`src/rtl/memory_access_pkg.sv`:
```
// Shared definitions for the memory_access load/store unit: funct3 encodings, FSM states
// and the store lane / alignment helpers.
package memory_access_pkg;

    typedef enum logic [2:0] {
        MEM_LB  = 3'b000,
        MEM_LH  = 3'b001,
        MEM_LW  = 3'b010,
        MEM_LBU = 3'b100,
        MEM_LHU = 3'b101
    } mem_control_t;

    // Stores reuse the LB/LH/LW funct3 encodings; the R/W enables disambiguate.
    localparam mem_control_t MEM_SB = MEM_LB;
    localparam mem_control_t MEM_SH = MEM_LH;
    localparam mem_control_t MEM_SW = MEM_LW;

    typedef logic [1:0] mem_state_t;
    localparam mem_state_t MEM_IDLE = 2'd0;
    localparam mem_state_t MEM_REQ  = 2'd1;
    localparam mem_state_t MEM_DONE = 2'd2;

    function automatic logic [3:0] store_be(input logic [2:0] funct3, input logic [1:0] addr_lo);
        case (funct3)
            MEM_SB:  return 4'b0001 << addr_lo;
            MEM_SH:  return 4'b0011 << {addr_lo[1], 1'b0};
            default: return 4'b1111;
        endcase
    endfunction

    function automatic logic [31:0] store_wdata(input logic [2:0] funct3, input logic [31:0] data);
        case (funct3)
            MEM_SB:  return {4{data[7:0]}};
            MEM_SH:  return {2{data[15:0]}};
            default: return data;
        endcase
    endfunction

    function automatic logic is_misaligned(input logic [2:0] funct3, input logic [1:0] addr_lo);
        case (funct3[1:0])
            2'b01:   return addr_lo[0];
            2'b10:   return |addr_lo;
            default: return 1'b0;
        endcase
    endfunction

endpackage

```
`src/rtl/memory_access_load_extender.sv`:
```
// Combinational load formatter: picks the byte/half lane from the read word and
// sign- or zero-extends it according to funct3.
module memory_access_load_extender
    import memory_access_pkg::*;
(
    input  logic [31:0] rdata_i,
    input  logic [1:0]  addr_lo_i,
    input  logic [2:0]  funct3_i,
    output logic [31:0] data_o
);

    logic [7:0]  byte_sel;
    logic [15:0] half_sel;

    always_comb begin
        case (addr_lo_i)
            2'd0:    byte_sel = rdata_i[7:0];
            2'd1:    byte_sel = rdata_i[15:8];
            2'd2:    byte_sel = rdata_i[23:16];
            default: byte_sel = rdata_i[31:24];
        endcase
        half_sel = addr_lo_i[1] ? rdata_i[31:16] : rdata_i[15:0];
    end

    always_comb begin
        case (funct3_i)
            MEM_LB:  data_o = {{24{byte_sel[7]}}, byte_sel};
            MEM_LBU: data_o = {24'h0, byte_sel};
            MEM_LH:  data_o = {{16{half_sel[15]}}, half_sel};
            MEM_LHU: data_o = {16'h0, half_sel};
            default: data_o = rdata_i;
        endcase
    end

endmodule

```
`src/rtl/memory_access.sv`:
```
// RV32I memory-stage load/store unit driving a req/ready data bus. Optional misaligned-access
// trapping is enabled by defining MISALIGN_TRAP_EN (adds the Misaligned_M output).
module memory_access
    import memory_access_pkg::*;
#(
    parameter int TIMEOUT = 255
) (
    input  logic        CLK,
    input  logic        RST_N,
    input  logic        MEM_R_En_M,
    input  logic        MEM_W_En_M,
    input  logic [2:0]  MEM_Control_M,
    input  logic [31:0] ALU_Result_M,
    input  logic [31:0] W_Data_M,
    output logic        DMEM_Req,
    output logic        DMEM_WE,
    output logic [31:0] DMEM_Addr,
    output logic [3:0]  DMEM_BE,
    output logic [31:0] DMEM_WData,
    input  logic        DMEM_Ready,
    input  logic [31:0] DMEM_RData,
    output logic [31:0] Load_Data_M,
    output logic        MEM_Done_M,
    output logic        Stall_M,
`ifdef MISALIGN_TRAP_EN
    output logic        Misaligned_M,
`endif
    output logic        Bus_Error_M
);

    localparam int CNT_W = (TIMEOUT < 1) ? 1 : $clog2(TIMEOUT + 1);

    mem_state_t        state_q, state_d;
    logic [CNT_W-1:0]  cnt_q, cnt_d;
    logic              we_q, we_d;
    logic [2:0]        f3_q, f3_d;
    logic [31:0]       addr_q, addr_d;
    logic [3:0]        be_q, be_d;
    logic [31:0]       wdata_q, wdata_d;
    logic [31:0]       load_q, load_d;
    logic              err_q, err_d;
`ifdef MISALIGN_TRAP_EN
    logic              mis_q, mis_d;
`endif
    logic [31:0]       load_fmt;
    logic              op_valid;

    assign op_valid = MEM_R_En_M | MEM_W_En_M;

    memory_access_load_extender u_load_extender (
        .rdata_i   (DMEM_RData),
        .addr_lo_i (addr_q[1:0]),
        .funct3_i  (f3_q),
        .data_o    (load_fmt)
    );

    always_comb begin
        // NOTE: every _d gets a default before the case so no path infers a latch.
        state_d = state_q;
        cnt_d   = '0;
        we_d    = we_q;
        f3_d    = f3_q;
        addr_d  = addr_q;
        be_d    = be_q;
        wdata_d = wdata_q;
        load_d  = load_q;
        err_d   = err_q;
`ifdef MISALIGN_TRAP_EN
        mis_d   = mis_q;
`endif
        case (state_q)
            MEM_IDLE: begin
                if (op_valid) begin
                    we_d    = MEM_W_En_M;
                    f3_d    = MEM_Control_M;
                    addr_d  = ALU_Result_M;
                    be_d    = MEM_W_En_M ? store_be(MEM_Control_M, ALU_Result_M[1:0]) : 4'b1111;
                    wdata_d = MEM_W_En_M ? store_wdata(MEM_Control_M, W_Data_M) : 32'h0;
                    load_d  = 32'h0;
                    err_d   = 1'b0;
                    state_d = MEM_REQ;
`ifdef MISALIGN_TRAP_EN
                    mis_d   = is_misaligned(MEM_Control_M, ALU_Result_M[1:0]);
                    if (mis_d) begin
                        state_d = MEM_DONE;
                    end
`endif
                end
            end
            MEM_REQ: begin
                // Ready on the final counted cycle still wins over the timeout.
                if (DMEM_Ready) begin
                    load_d  = we_q ? 32'h0 : load_fmt;
                    state_d = MEM_DONE;
                end else if (cnt_q == CNT_W'(TIMEOUT)) begin
                    load_d  = 32'h0;
                    err_d   = 1'b1;
                    state_d = MEM_DONE;
                end else begin
                    cnt_d = cnt_q + 1'b1;
                end
            end
            MEM_DONE: state_d = MEM_IDLE;
            default:  state_d = MEM_IDLE;
        endcase
    end

    always_ff @(posedge CLK) begin
        // NOTE: sequential state uses non-blocking assignments so all registers update together.
        if (!RST_N) begin
            state_q <= MEM_IDLE;
            cnt_q   <= '0;
            we_q    <= 1'b0;
            f3_q    <= 3'b0;
            addr_q  <= 32'h0;
            be_q    <= 4'b0;
            wdata_q <= 32'h0;
            load_q  <= 32'h0;
            err_q   <= 1'b0;
`ifdef MISALIGN_TRAP_EN
            mis_q   <= 1'b0;
`endif
        end else begin
            state_q <= state_d;
            cnt_q   <= cnt_d;
            we_q    <= we_d;
            f3_q    <= f3_d;
            addr_q  <= addr_d;
            be_q    <= be_d;
            wdata_q <= wdata_d;
            load_q  <= load_d;
            err_q   <= err_d;
`ifdef MISALIGN_TRAP_EN
            mis_q   <= mis_d;
`endif
        end
    end

    assign DMEM_Req    = (state_q == MEM_REQ);
    assign DMEM_WE     = DMEM_Req & we_q;
    assign DMEM_Addr   = {addr_q[31:2], 2'b00};
    assign DMEM_BE     = be_q;
    assign DMEM_WData  = wdata_q;
    assign MEM_Done_M  = (state_q == MEM_DONE);
    assign Load_Data_M = load_q;
    assign Bus_Error_M = MEM_Done_M & err_q;
    assign Stall_M     = DMEM_Req | ((state_q == MEM_IDLE) & op_valid);
`ifdef MISALIGN_TRAP_EN
    assign Misaligned_M = MEM_Done_M & mis_q;
`endif

endmodule

```
`config.mk`:
```
export PLATFORM = sky130hd
export DESIGN_NAME = memory_access
export DESIGN_NICKNAME = d
export VERILOG_FILES = /design/src/rtl/memory_access_pkg.sv /design/src/rtl/memory_access_load_extender.sv /design/src/rtl/memory_access.sv
export SDC_FILE = /design/constraint.sdc
export NUM_CORES = 1
export LEC_CHECK = 0
export BUFFER_PORTS_ARGS = -buffer_cell sky130_fd_sc_hd__buf_4
export CAP_MARGIN = 10
export CORE_AREA = 2 2 100 112
export CTS_BUF_LIST = sky130_fd_sc_hd__clkbuf_8
export DETAILED_ROUTE_END_ITERATION = 16
export DIE_AREA = 0 0 102 114
export PLACE_DENSITY = 0.86
export SLEW_MARGIN = 15
export SYNTH_ARGS = -nofsm -noshare
export SYNTH_HDL_FRONTEND = slang
export SYNTH_SLANG_ARGS = --single-unit
```
`constraint.sdc`:
```
create_clock -name CLK -period 1.95 [get_ports CLK]
set_clock_uncertainty 0.15 [all_clocks]
set_input_delay 0.195 -clock CLK [delete_from_list [all_inputs] [get_ports CLK]]
set_output_delay 0.195 -clock CLK [all_outputs]
set_load 0.05 [all_outputs]
```
==> results.txt, run 1 <==
- The run finished with clean final reports.
- For this block, the routed nets add up to 18,600 um of wire.
- The number of antenna violations at the first check in global routing was 0.
- CTS clk-pin slew, worst paths: ~70 ps
- Placement Rows: 40
- Async set-reset flop share out of synthesis: 0%
- For met2 alone, demand over resource in global routing was between 50 and 60%.
- Post-route non-filler standard cell count: approximately 1k
* Global Route Usage Sum: 31.0%
* Data arrival time of the critical path: ~1500 ps
* Sequential cell area: approximately 2300 um^2
- Buffers inserted during post-CTS setup optimization: 0
- Placed wire-length estimate after detailed placement: 10,600 um
- Summed over all failing endpoints, the final setup total negative slack is 0 ps.
- For this run, the number of Yosys warnings is 0.
- The number of different library cells used by synthesis comes to 51.
* Endpoint, Worst Hold: Load_Data_M[9]$_SDFFE_PN0P_
- Traced cell by cell, the critical path runs through nor3_1, nor2_2, buf_4.
- From bottom edge to top edge, the die measures roughly 110 um.
- The startpoint identified for the worst hold timing path is DMEM_RData[9].
- After floorplanning, the core was sized to cover roughly 11,000 um^2.
- Class of the most critical hold timing path: input port to register
- GR Overflow Total: 0
* Largest net degree at the start of global routing: 37
- CTS built an H-tree with a depth of 4.
- Via count normalized by instance count: around 5.5
- Counting both buffers and inverters, the worst setup path holds a total of 1.
* Slew Limit Headroom: between 20% and 30%
- # fillers: between 600 and 700
* Cell area after technology mapping: between 5000 and 6000 um^2
* R2r setup slk: around 90 ps
- In this run the worst path has a maximum fanout of 6.
- Counting flops with a built-in enable in the synthesized netlist gives 0.
- The die covers 11,600 um^2.
- Once placement finished, the instance area stood at about 6600 um^2.
- In this run the tool buffered the top-level ports with approximately 200 buffer cells.
- Compared with the post-synthesis result, the final layout area differs by 56.1%.
* Post-DRT Antenna Nets: 0
* Synth Flop Type: sky130_fd_sc_hd__dfxtp_1
* Clock root buffer: sky130_fd_sc_hd__clkbuf_8
- Setup violations remaining at the end of the flow were counted as 0.
- RSZ-0062 raised after global routing: yes
- Final Slew Violations: 0
- For the pin with the worst max-slew slack, the measured transition is between 1000 and 1500 ps.
- The worst hold path was traced through 4 stages.
- Synthesis handed over a netlist of around 570 instances.
- Number of iterations in the first detailed-routing pass: 6
* CP top delay family: flip-flops
- Total placed cells including tap cells: 875
- Buffers inserted during clock tree synthesis total 17.
- Count of maximum capacitance violations: 0
- Final period util: between 90% and 100%
* Floorplan die width: about 100 um
* Register area share after synthesis: ~45%
- In the routed design, unresolved DRC markers number 0.
- Top-Level Pins: 209
* Max Freq: approximately 0.53 GHz
- Initial Util: 48.4%
- The worst register-to-register path ends at Load_Data_M[12]$_SDFFE_PN0P_.
- For the finished layout, the period the worst path requires is 1890 ps.
* Delay of the slowest critical-path stage: approximately 430 ps
- Maximum buffer depth of the clock tree: 2
* Critical R2R Launch: cnt_q[0]$_SDFF_PP0_
* Average cell area after synthesis: 8.97 um^2
- In the final layout, the share of cells above drive strength 1 is between 30 and 40%.
- Clock latency reported for the late side of the worst-skew pair: between 400 and 500 ps
- The slowest stage of the critical path is the sky130_fd_sc_hd__dfxtp_1 cell.
- Count of vias placed by the detailed router: 5,560
* Met1 global-route usage: 31.9%
- Final number of hold-violating endpoints: 0
- The multi-input combinational cells in the finished layout cover a total of roughly 2400 um^2.
- Pwr per Cell Area: 870 nW/um^2
- Number of global-route vias before repair: between 5k and 6k
* Final GP Congestion: 0.856
- Critical path class: register to primary output
* Power consumption: roughly 7.0 mW
* Initial detailed-routing violation count: between 300 and 400
- The worst setup path is captured at a primary output.
* Non-Filler Cell Area, Final: 8030 um^2
- Layout Nets: 950
- TritonCTS built the clock tree.
- For this design, the sink count on the clock tree is 115.
- The number of antenna diodes in the final layout is 0.
- After detailed routing, the average wire length per cell comes to 18.5 um.
- The global routing stage identified its most utilized layer as met2.
* Worst supply voltage drop on vdd: between 400 and 500 uV
* Wire length of the first global-routing pass: approximately 28,000 um
* Critical Path Start Type: register
- In this run, synthesis produced a sequential element count of around 120.
* CP Data Required Time: around 1600 ps
- The worst register-to-register path has a depth of 5.
* Met3 Track Usage GR: about a tenth
- P_leak: 3.63 nW
## worst reg2reg max path, delay by kind of cell (launching register included)
family	cells	cell delay, ps
AND/OR/NAND/NOR	1	200
flip-flops	1	350
AO/OA/AOI/OAI	3	870
adder cells (fa/ha/maj)	1	230
## how the worst max path moves through the flow
stage | startpoint | end | slack, ps | cells after the start
2_1_floorplan | state_q[0]$_SDFFE_PN0P_ | Load_Data_M[20]$_SDFFE_PN0P_ | 160 | 5
3_3_place_gp | cnt_q[0]$_SDFF_PP0_ | Load_Data_M[26]$_SDFFE_PN0P_ | 80 | 5
3_5_place_dp | cnt_q[0]$_SDFF_PP0_ | Load_Data_M[19]$_SDFFE_PN0P_ | 4 | 5
4_1_cts | cnt_q[0]$_SDFF_PP0_ | Load_Data_M[19]$_SDFFE_PN0P_ | -10 | 5
5_1_grt | state_q[0]$_SDFFE_PN0P_ | Stall_M | -30 | 3
6_report | state_q[0]$_SDFFE_PN0P_ | Stall_M | 60 | 3
## cell usage in the layout, fill, tap and decap left out, types with 2 or more instances in the layout
cell / Yosys / final
sky130_fd_sc_hd__nand2b_1: 6 / 6
sky130_fd_sc_hd__o21ai_4: 1 / 2
sky130_fd_sc_hd__dlygate4sd3_1: 0 / 97
sky130_fd_sc_hd__bufinv_16: 0 / 3
sky130_fd_sc_hd__o221a_2: 3 / 3
sky130_fd_sc_hd__a22o_1: 38 / 38
sky130_fd_sc_hd__and3_1: 3 / 3
sky130_fd_sc_hd__mux2i_1: 30 / 30
sky130_fd_sc_hd__nor2b_1: 9 / 8
sky130_fd_sc_hd__o32ai_1: 6 / 6
sky130_fd_sc_hd__nor3_1: 2 / 2
sky130_fd_sc_hd__buf_4: 34 / 222
sky130_fd_sc_hd__inv_1: 10 / 11
sky130_fd_sc_hd__xor2_1: 5 / 5
sky130_fd_sc_hd__clkinv_2: 0 / 3
sky130_fd_sc_hd__nand3_1: 6 / 6
sky130_fd_sc_hd__a21oi_1: 47 / 47
sky130_fd_sc_hd__clkbuf_8: 0 / 23
sky130_fd_sc_hd__dfxtp_1: 115 / 115
sky130_fd_sc_hd__a21oi_4: 2 / 2
sky130_fd_sc_hd__a21o_1: 17 / 17
sky130_fd_sc_hd__o21ai_0: 41 / 41
sky130_fd_sc_hd__nand2_1: 110 / 110
sky130_fd_sc_hd__o22ai_1: 3 / 3
sky130_fd_sc_hd__mux4_2: 2 / 2
sky130_fd_sc_hd__nor2_2: 1 / 2
sky130_fd_sc_hd__and2_1: 3 / 3
sky130_fd_sc_hd__a222oi_1: 6 / 6
sky130_fd_sc_hd__a21oi_2: 2 / 2
sky130_fd_sc_hd__conb_1: 1 / 2
sky130_fd_sc_hd__nor2_1: 15 / 14
## cell families (layout without fill, tap and decap cells)
family	count (synthesis)	after routing	share of synthesized area, %
multiplexers	33	33	6.94
flip-flops	115	115	44.8
XOR/XNOR	6	6	1.02
buffers and inverters	79	362	9.35
other	1	2	0.0730
adder cells (fa/ha/maj)	1	1	0.243
AO/OA/AOI/OAI	174	175	23.4
AND/OR/NAND/NOR	164	164	14.2
## power by group
part | leakage, nW | internal [mW] | switching (mW)
Combinational | 2.46 | 0.724 | 1.17
Sequential | 0.941 | 2.51 | 0.121
Clock | 0.229 | 1.46 | 0.993
Total | 3.63 | 4.70 | 2.28
## layout make-up
cell class / instances / share of cell area [%]
clock buffers: 23 / 3.94
clock inverters: 9 / 1.56
inverters: 10 / 0.468
multi-input cells: 381 / 29.9
flip-flops and latches: 115 / 28.7
well taps: 147 / 2.29
repair buffers: 320 / 33.1
## layer usage
layer	routed length, um	up-vias
li1	-	2528
met1	6540	2578
met2	9360	357
met3	1760	97
met4	906	0
met5	0	-
## registers in the layout (all words and copies together) (netlist names)
| register | count |
|---|---|
| addr_q | 32 |
| f3_q | 3 |
| cnt_q | 8 |
| DMEM_BE | 4 |
| we_q | 1 |
| err_q | 1 |
| state_q | 2 |
| DMEM_WData | 32 |
| Load_Data_M | 32 |
## synth_stat cells, drive strengths merged (5+ instances only)
cell    instances  share of area (%)
a21o           17                2.5
nand2         111                8.2
nand2b          6               0.73
o32ai           6                1.0
clkbuf         14                1.0
a22o           38                6.5
a222oi          6                1.2
o21ai          42                4.3
a21oi          51                5.6
dfxtp         115                 45
nor2b           9                1.1
inv            10               0.73
buf            55                7.6
xor2            5               0.85
mux2i          30                5.8
nor2           16                1.2
nand3           6               0.58
## what timing repair did
| item | CTS | global route |
|---|---|---|
| resized for setup | 0 | 5 |
| endpoints found under the hold margin | 96 | 0 |
| hold buffers | 97 | 0 |
| endpoints found under the setup margin | 1 | 32 |
| pin swaps | 0 | 2 |
| gates cloned | 0 | 1 |
## metrics by stage
step           hold WS [ps]  utilization [%]  setup WS [ps]
2_1_floorplan           171                -            157
5_1_grt                46.7             75.6          -25.1
3_3_place_gp            285             62.0           81.1
3_5_place_dp            293             62.0           3.60
4_1_cts                2.36             75.3          -10.7
6_report               35.9             75.6           63.1
(Power assumes the default switching activity.)
==> run 2, diff against run 1 <==
--- a/config.mk
+++ b/config.mk
@@ -7,10 +7,10 @@
 export LEC_CHECK = 0
 export BUFFER_PORTS_ARGS = -buffer_cell sky130_fd_sc_hd__buf_4
 export CAP_MARGIN = 10
-export CORE_AREA = 2 2 100 112
+export CORE_AREA = 2 2 134 84
 export CTS_BUF_LIST = sky130_fd_sc_hd__clkbuf_8
 export DETAILED_ROUTE_END_ITERATION = 16
-export DIE_AREA = 0 0 102 114
+export DIE_AREA = 0 0 136 86
 export PLACE_DENSITY = 0.86
 export SLEW_MARGIN = 15
 export SYNTH_ARGS = -nofsm -noshare
==> run 2 against run 1 <==
Effect of this change:
- routed wire length is 1.8% lower
- global-route usage fell by 0.45 points
- worst hold slack lost 17 ps
- critical path depth rose by 2
- non-clock buffer count decreased by 4
- power down 0.64%
- critical endpoint is now Load_Data_M[22]$_SDFFE_PN0P_
- die area rose by 0.58%
- clock-buffer cell count fell by 4
- sequential share of layout area is 0.27 points higher
- highest routed layer unchanged
- first-iteration DRC count up 69%
- sequential power about the same
- via count shrank 0.61%
==> results.txt, run 2 (synthesis gave the netlist of run 1 again) <==
- In the layout the commonest cells are sky130_fd_sc_hd__buf_4, sky130_fd_sc_hd__dfxtp_1, sky130_fd_sc_hd__nand2_1.
- After layout, the worst path uses between 90% and 100% of the clock period.
* Share of layout cells above drive strength 1: between 30 and 40%
- Actual transition at the worst max-transition pin: ~740 ps
- Total clock buffers created by CTS: 17
- P_leak: between 3 and 4 nW
- The critical path in this run is classified as register to register.
* Crit-path max FO: 16
- The detailed router finished its first iteration with 513 violations.
- Global Route Usage Sum: a little over 30%
- The critical path goes through ha_1, and3_1, a211o_2, o21ai_4, a22o_1.
- Wire length of the first global-routing pass: 27,800 um
- After global routing the overflow that remains totals 0.
- Wire per inst: 18.4 um
- Based on the critical path, the design can be clocked at up to between 0.5 and 0.6 GHz.
- The clock reaches the later pin of the worst-skew pair after roughly 420 ps.
- STA classifies the critical path endpoint as a register.
- In this run the vertical extent of the chip is 86 um.
- Once detail routing completed, the nets flagged for antenna violations numbered 0.
- Final setup fails: 0
* Final Slew Violations: 0
- Counting both buffers and inverters, the worst setup path holds a total of 0.
* Worst supply voltage drop on vdd: between 600 and 700 uV
- H-tree level count: 4
* Post-Route Setup TNS: 0 ps
- Final hold analysis gives a worst-case slack of about 19 ps.
* Delay of the slowest critical-path stage: roughly 400 ps
* Top-Level Pins: between 200 and 250
- Placed wire-length estimate after detailed placement: ~12,000 um
- The run finished with clean final reports.
- Layout Area Growth over Synthesis: 54.7%
- CTS tree: done
* Clock root buffer: sky130_fd_sc_hd__clkbuf_8
- The detailed router placed approximately 5.5k vias in this run.
- 0 antenna diodes ended up in the layout.
- At the worst endpoint, the required time is around 2200 ps.
- From left edge to right edge, the die measures between 100 and 150 um.
* Layout Nets: around 950
- Critical Path Slowest Stage Cell: sky130_fd_sc_hd__a211o_2
- The library cell used most frequently in the layout, excluding fill and tap cells, is sky130_fd_sc_hd__buf_4.
- The region available for standard cell placement spans between 10,000 and 15,000 um^2.
* RSZ-0062 raised after global routing: yes
- Dividing the detail-routed via count by the number of cells gives between 5 and 6.
- The worst path needs 1910 ps of the cycle, external delays included.
* Die Area: roughly 12,000 um^2
* Count of maximum capacitance violations: 0
* Final number of hold-violating endpoints: 0
- The number of antenna violations at the first check in global routing came to 0.
* Quantity of I/O buffers inserted on ports: approximately 210
* Final GP Congestion: around 0.91
- In this run the post-CTS setup repair buffer count came out at 0.
- The via count of the first global-routing pass is between 5k and 6k.
* CP top delay family: compound AO/OA/AOI/OAI gates
* Critical Path Start Type: register
- Data arrival time of the critical path: around 2100 ps
- Largest net degree at the start of global routing: 33
- After detailed routing, the total wire length is 18,200 um.
- Initial Util: 49.5%
- The min-delay analysis places its worst path in the category input port to register.
- The clock passes through at most 2 buffers.
* Placement Rows: 29
- For this run, design rule violations remaining after detail routing come to 0.
- Headroom to the max-slew limit came out at between 50% and 60%.
- The clock drives ~120 sinks.
* Number of iterations in the first detailed-routing pass: 7
- Clock-pin slew was measured on the worst setup and hold paths at ~70 ps.
- Dividing total power by cell area gives a power density of slightly below 900 nW/um^2.
==> run 2: power by group <==
part | switching, mW | leakage (nW) | total [mW] | internal (mW)
combinational | 1.18 | 2.45 | 1.91 | 0.729
clock | 0.967 | 0.225 | 2.41 | 1.44
sequential | 0.107 | 0.941 | 2.62 | 2.51
==> run 2: final cells by class <==
class / count / area (um^2)
fill: 684 / 2420
timing repair buffer: 316 / 2630
inverter: 10 / 37.5
clock buffer: 19 / 262
clock inverter: 13 / 166
multi-input combinational: 381 / 2390
sequential: 115 / 2300
tap: 139 / 174
==> run 2: worst paths after layout <==
| path | from | endpoint | slack, ps | depth (start not counted) |
|---|---|---|---|---|
| worst max-delay path | cnt_q[0]$_SDFF_PP0_ | Load_Data_M[22]$_SDFFE_PN0P_ | 40 | 5 |
| worst min-delay path | DMEM_RData[5] | Load_Data_M[5]$_SDFFE_PN0P_ | 20 | 4 |
| worst min register to register | addr_q[11]$_SDFFE_PN0P_ | addr_q[11]$_SDFFE_PN0P_ | 310 | 2 |
| worst max register to register | cnt_q[0]$_SDFF_PP0_ | Load_Data_M[22]$_SDFFE_PN0P_ | 40 | 5 |
==> run 2: through the flow <==
step / utilization (%) / area, um^2 / setup slack, ps / total power, mW / cells
CTS: 76.4 / 7930 / -12.2 / 6.89 / 992
floorplan: - / 5150 / 157 / 3.82 / 574
detailed placement: 63.5 / 6590 / 6.95 / 4.36 / 869
global placement: 63.5 / 6590 / 75.1 / 4.32 / 869
global route: 76.6 / 7950 / -32.8 / 7.17 / 993
finish: 76.6 / 7950 / 42.6 / 6.93 / 993
==> run 2: repair_timing <==
action,CTS,global route
pin swaps,0,2
gates resized for setup,0,4
hold endpoints to repair,92,0
hold buffers,91,0
gates cloned,0,1
endpoints found under the setup margin,3,32
==> run 2: worst min-delay path, stage by stage <==
cell and delay [ps]:
sky130_fd_sc_hd__buf_4 120, sky130_fd_sc_hd__inv_1 50, sky130_fd_sc_hd__a221o_1 130, sky130_fd_sc_hd__o2bb2ai_1 50
==> run 2: metal layers <==
layer,track usage (%),up-vias,wire length (um)
li1,-,2521,-
met1,37.9,2624,7530
met2,49.4,305,8440
met3,7.33,76,1500
met4,16.4,0,754
met5,0,-,0
==> run 3, diff against run 2 <==
--- a/config.mk
+++ b/config.mk
@@ -7,11 +7,11 @@
 export LEC_CHECK = 0
 export BUFFER_PORTS_ARGS = -buffer_cell sky130_fd_sc_hd__buf_4
 export CAP_MARGIN = 10
-export CORE_AREA = 2 2 134 84
+export CORE_AREA = 2 2 172 107
 export CTS_BUF_LIST = sky130_fd_sc_hd__clkbuf_8
 export DETAILED_ROUTE_END_ITERATION = 16
-export DIE_AREA = 0 0 136 86
-export PLACE_DENSITY = 0.86
+export DIE_AREA = 0 0 174 109
+export PLACE_DENSITY = 0.59
 export SLEW_MARGIN = 15
 export SYNTH_ARGS = -nofsm -noshare
 export SYNTH_HDL_FRONTEND = slang
==> constraint.sdc (replaced) <==
create_clock -name CLK -period 2.3 [get_ports CLK]
set_clock_uncertainty 0.15 [all_clocks]
set_input_delay 0.23 -clock CLK [delete_from_list [all_inputs] [get_ports CLK]]
set_output_delay 0.23 -clock CLK [all_outputs]
set_load 0.05 [all_outputs]
==> run 3 against run 2 <==
Effect of this change:
- clock power is 14% lower
- combinational power is 19% lower
- sequential power is 15% lower
- flip-flop and latch count stayed put
- register-to-register slack better by 110 ps
- via count is 8.6% lower
- clock-buffer cell count is 1 lower
- design area is 0.28% higher
- non-clock buffer count is 8 lower
- die area is 62% higher
- worst setup slack better by 23 ps
- power is 15% lower
==> results.txt, run 3 (synthesis gave the netlist of run 1 again) <==
- In this run the post-CTS setup repair buffer count came out at 0.
* Critical Path Start Type: input port
- Clock latency reported for the late side of the worst-skew pair: around 420 ps
- Actual transition at the worst max-transition pin: just under 900 ps
* Final Slew Violations: 0
- Post-DRT Antenna Nets: 0
- Antenna violations before repair: 0
- GR Overflow Total: 0
- Entering global routing, the biggest net connects 37 pins.
- CTS tree: done
- Dividing the detail-routed via count by the number of cells gives 4.66.
- Total clock buffers created by CTS: 17
- Overall die height: roughly 110 um
* Worst Setup End Kind: register
- CTS placed an instance of sky130_fd_sc_hd__clkbuf_8 at the clock tree root.
* # fillers: 1,725
* Layout Nets: 937
* Initial detailed-routing violation count: ~290
- Pwr per Cell Area: around 730 nW/um^2
- Of the cells placed in the final design, the portion with a size suffix greater than 1 is 32.0%.
- RSZ-0062 raised after global routing: no
* CP Data Required Time: approximately 2500 ps
* Data arrival time of the critical path: about 2400 ps
- The initial utilization of the core area, before any placement, comes to approximately 29%.
- The flow ran to the end, and the final reports show no timing, DRC or antenna violations.
- Max-cap violations in this run came to 0.
- Clock period minus final worst setup slack: between 2000 and 2500 ps
- Counting along the longest clock path gives a buffer depth of 2.
* Most common cell after layout, fill and taps aside: sky130_fd_sc_hd__buf_4
* Floorplan die width: roughly 170 um
- For this design the top-level I/O count stands at about 210.
* Final period util: 97.2%
* TritonCTS Sinks: 115
- Routed wire length: 17,300 um
- The min-delay analysis places its worst path in the category input port to register.
- Global routing consumed, over all layers together, between 15 and 20% of the routing resources.
* Final GP Congestion: between 0.7 and 0.8
- Number of global-route vias before repair: 4,985
- Final setup fails: 0
- Worst supply voltage drop on vdd: 293 uV
* Wire length of the first global-routing pass: 26,900 um
- Number of diodes added for antenna fixing: 0
- Port buffering added between 200 and 250 buffers.
- Number of iterations in the first detailed-routing pass: 6
* Layout Area Growth over Synthesis: 55.2%
- Max Freq: ~0.45 GHz
- Worst hold slack: between 30 and 40 ps
- Critical path class: input port to register
- Crit-path max FO: 28
* P_leak: between 3 and 4 nW
- Dividing the detail-routed wire length by the instance count gives 16.0 um.
- Die Area: between 15,000 and 20,000 um^2
* Placement Rows: 38
* Slew Limit Headroom: roughly two fifths
- Clock-pin slew was measured on the worst setup and hold paths at ~70 ps.
- Across all layers, the routed design uses about 5k vias.
* Placed wire-length estimate after detailed placement: about 12,000 um
- In this run the number of H-tree levels came out at 4.
- Most used cells in the layout excluding fill and tap cells: sky130_fd_sc_hd__buf_4, sky130_fd_sc_hd__dfxtp_1, sky130_fd_sc_hd__nand2_1
* Share of the core filled with cells in the final layout: between 40% and 50%
* Final number of hold-violating endpoints: 0
- Post-Route Setup TNS: 0 ps
- Core outline area: between 15,000 and 20,000 um^2
- For this run, design rule violations remaining after detail routing come to 0.
[run 3: layer usage]
layer	vias up	routed length [um]	GRT usage, %
met2	158	7500	26.8
met5	-	0	0
li1	2503	-	-
met4	0	247	5.34
met1	2370	8340	24.6
met3	22	1250	6.49
[run 3: final cells by class]
| type | instances | area, um^2 | area share, % |
|---|---|---|---|
| repair buffers | 308 | 2540 | 31.8 |
| multi-input cells | 380 | 2370 | 29.7 |
| flip-flops and latches | 115 | 2300 | 28.9 |
| well taps | 240 | 300 | 3.76 |
| clock buffers | 18 | 248 | 3.11 |
| clock inverters | 14 | 186 | 2.34 |
| inverters | 10 | 37.5 | 0.471 |
[run 3: path summary, 6_finish.rpt]
check                                                 start  slack, ps                            to  cells after the start
worst max-delay path                             MEM_W_En_M         70       DMEM_BE[3]$_SDFFE_PN0P_                      8
worst min-delay path                       MEM_Control_M[0]         30          f3_q[0]$_SDFFE_PN0P_                      3
worst max register to register          cnt_q[0]$_SDFF_PP0_        150  Load_Data_M[19]$_SDFFE_PN0P_                      5
worst min register to register  DMEM_WData[29]$_SDFFE_PN0P_        310   DMEM_WData[29]$_SDFFE_PN0P_                      2
[run 3: per-stage QoR]
stage | std cells | instance area, um^2 | total power [mW] | setup WS, ps
detailed placement | 965 | 6650 | 3.69 | 185
finish | 1085 | 7980 | 5.86 | 65.1
global route | 1085 | 7980 | 6.13 | 10.6
CTS | 1085 | 7970 | 5.91 | 29.3
global placement | 965 | 6650 | 3.68 | 222
floorplan | 574 | 5140 | 3.24 | 268
[run 3: what timing repair did]
action                                  CTS  global route
resized for setup                         0             2
endpoints found under the hold margin    88             0
endpoints found under the setup margin    0             1
hold buffers                             88             0
[run 3: power breakdown]
part | switching [mW] | internal, mW | total, mW
clock network | 0.881 | 1.20 | 2.08
logic | 0.957 | 0.594 | 1.55
registers | 0.0948 | 2.13 | 2.22
total | 1.93 | 3.93 | 5.86
[run 3: worst max-delay path: stages]
cell and delay [ps]:
sky130_fd_sc_hd__dlygate4sd3_1 540, sky130_fd_sc_hd__buf_4 150, sky130_fd_sc_hd__or2_2 320, sky130_fd_sc_hd__and2_1 180, sky130_fd_sc_hd__buf_6 190, sky130_fd_sc_hd__o21ai_0 160
sky130_fd_sc_hd__nor2_1 60, sky130_fd_sc_hd__dlygate4sd3_1 550
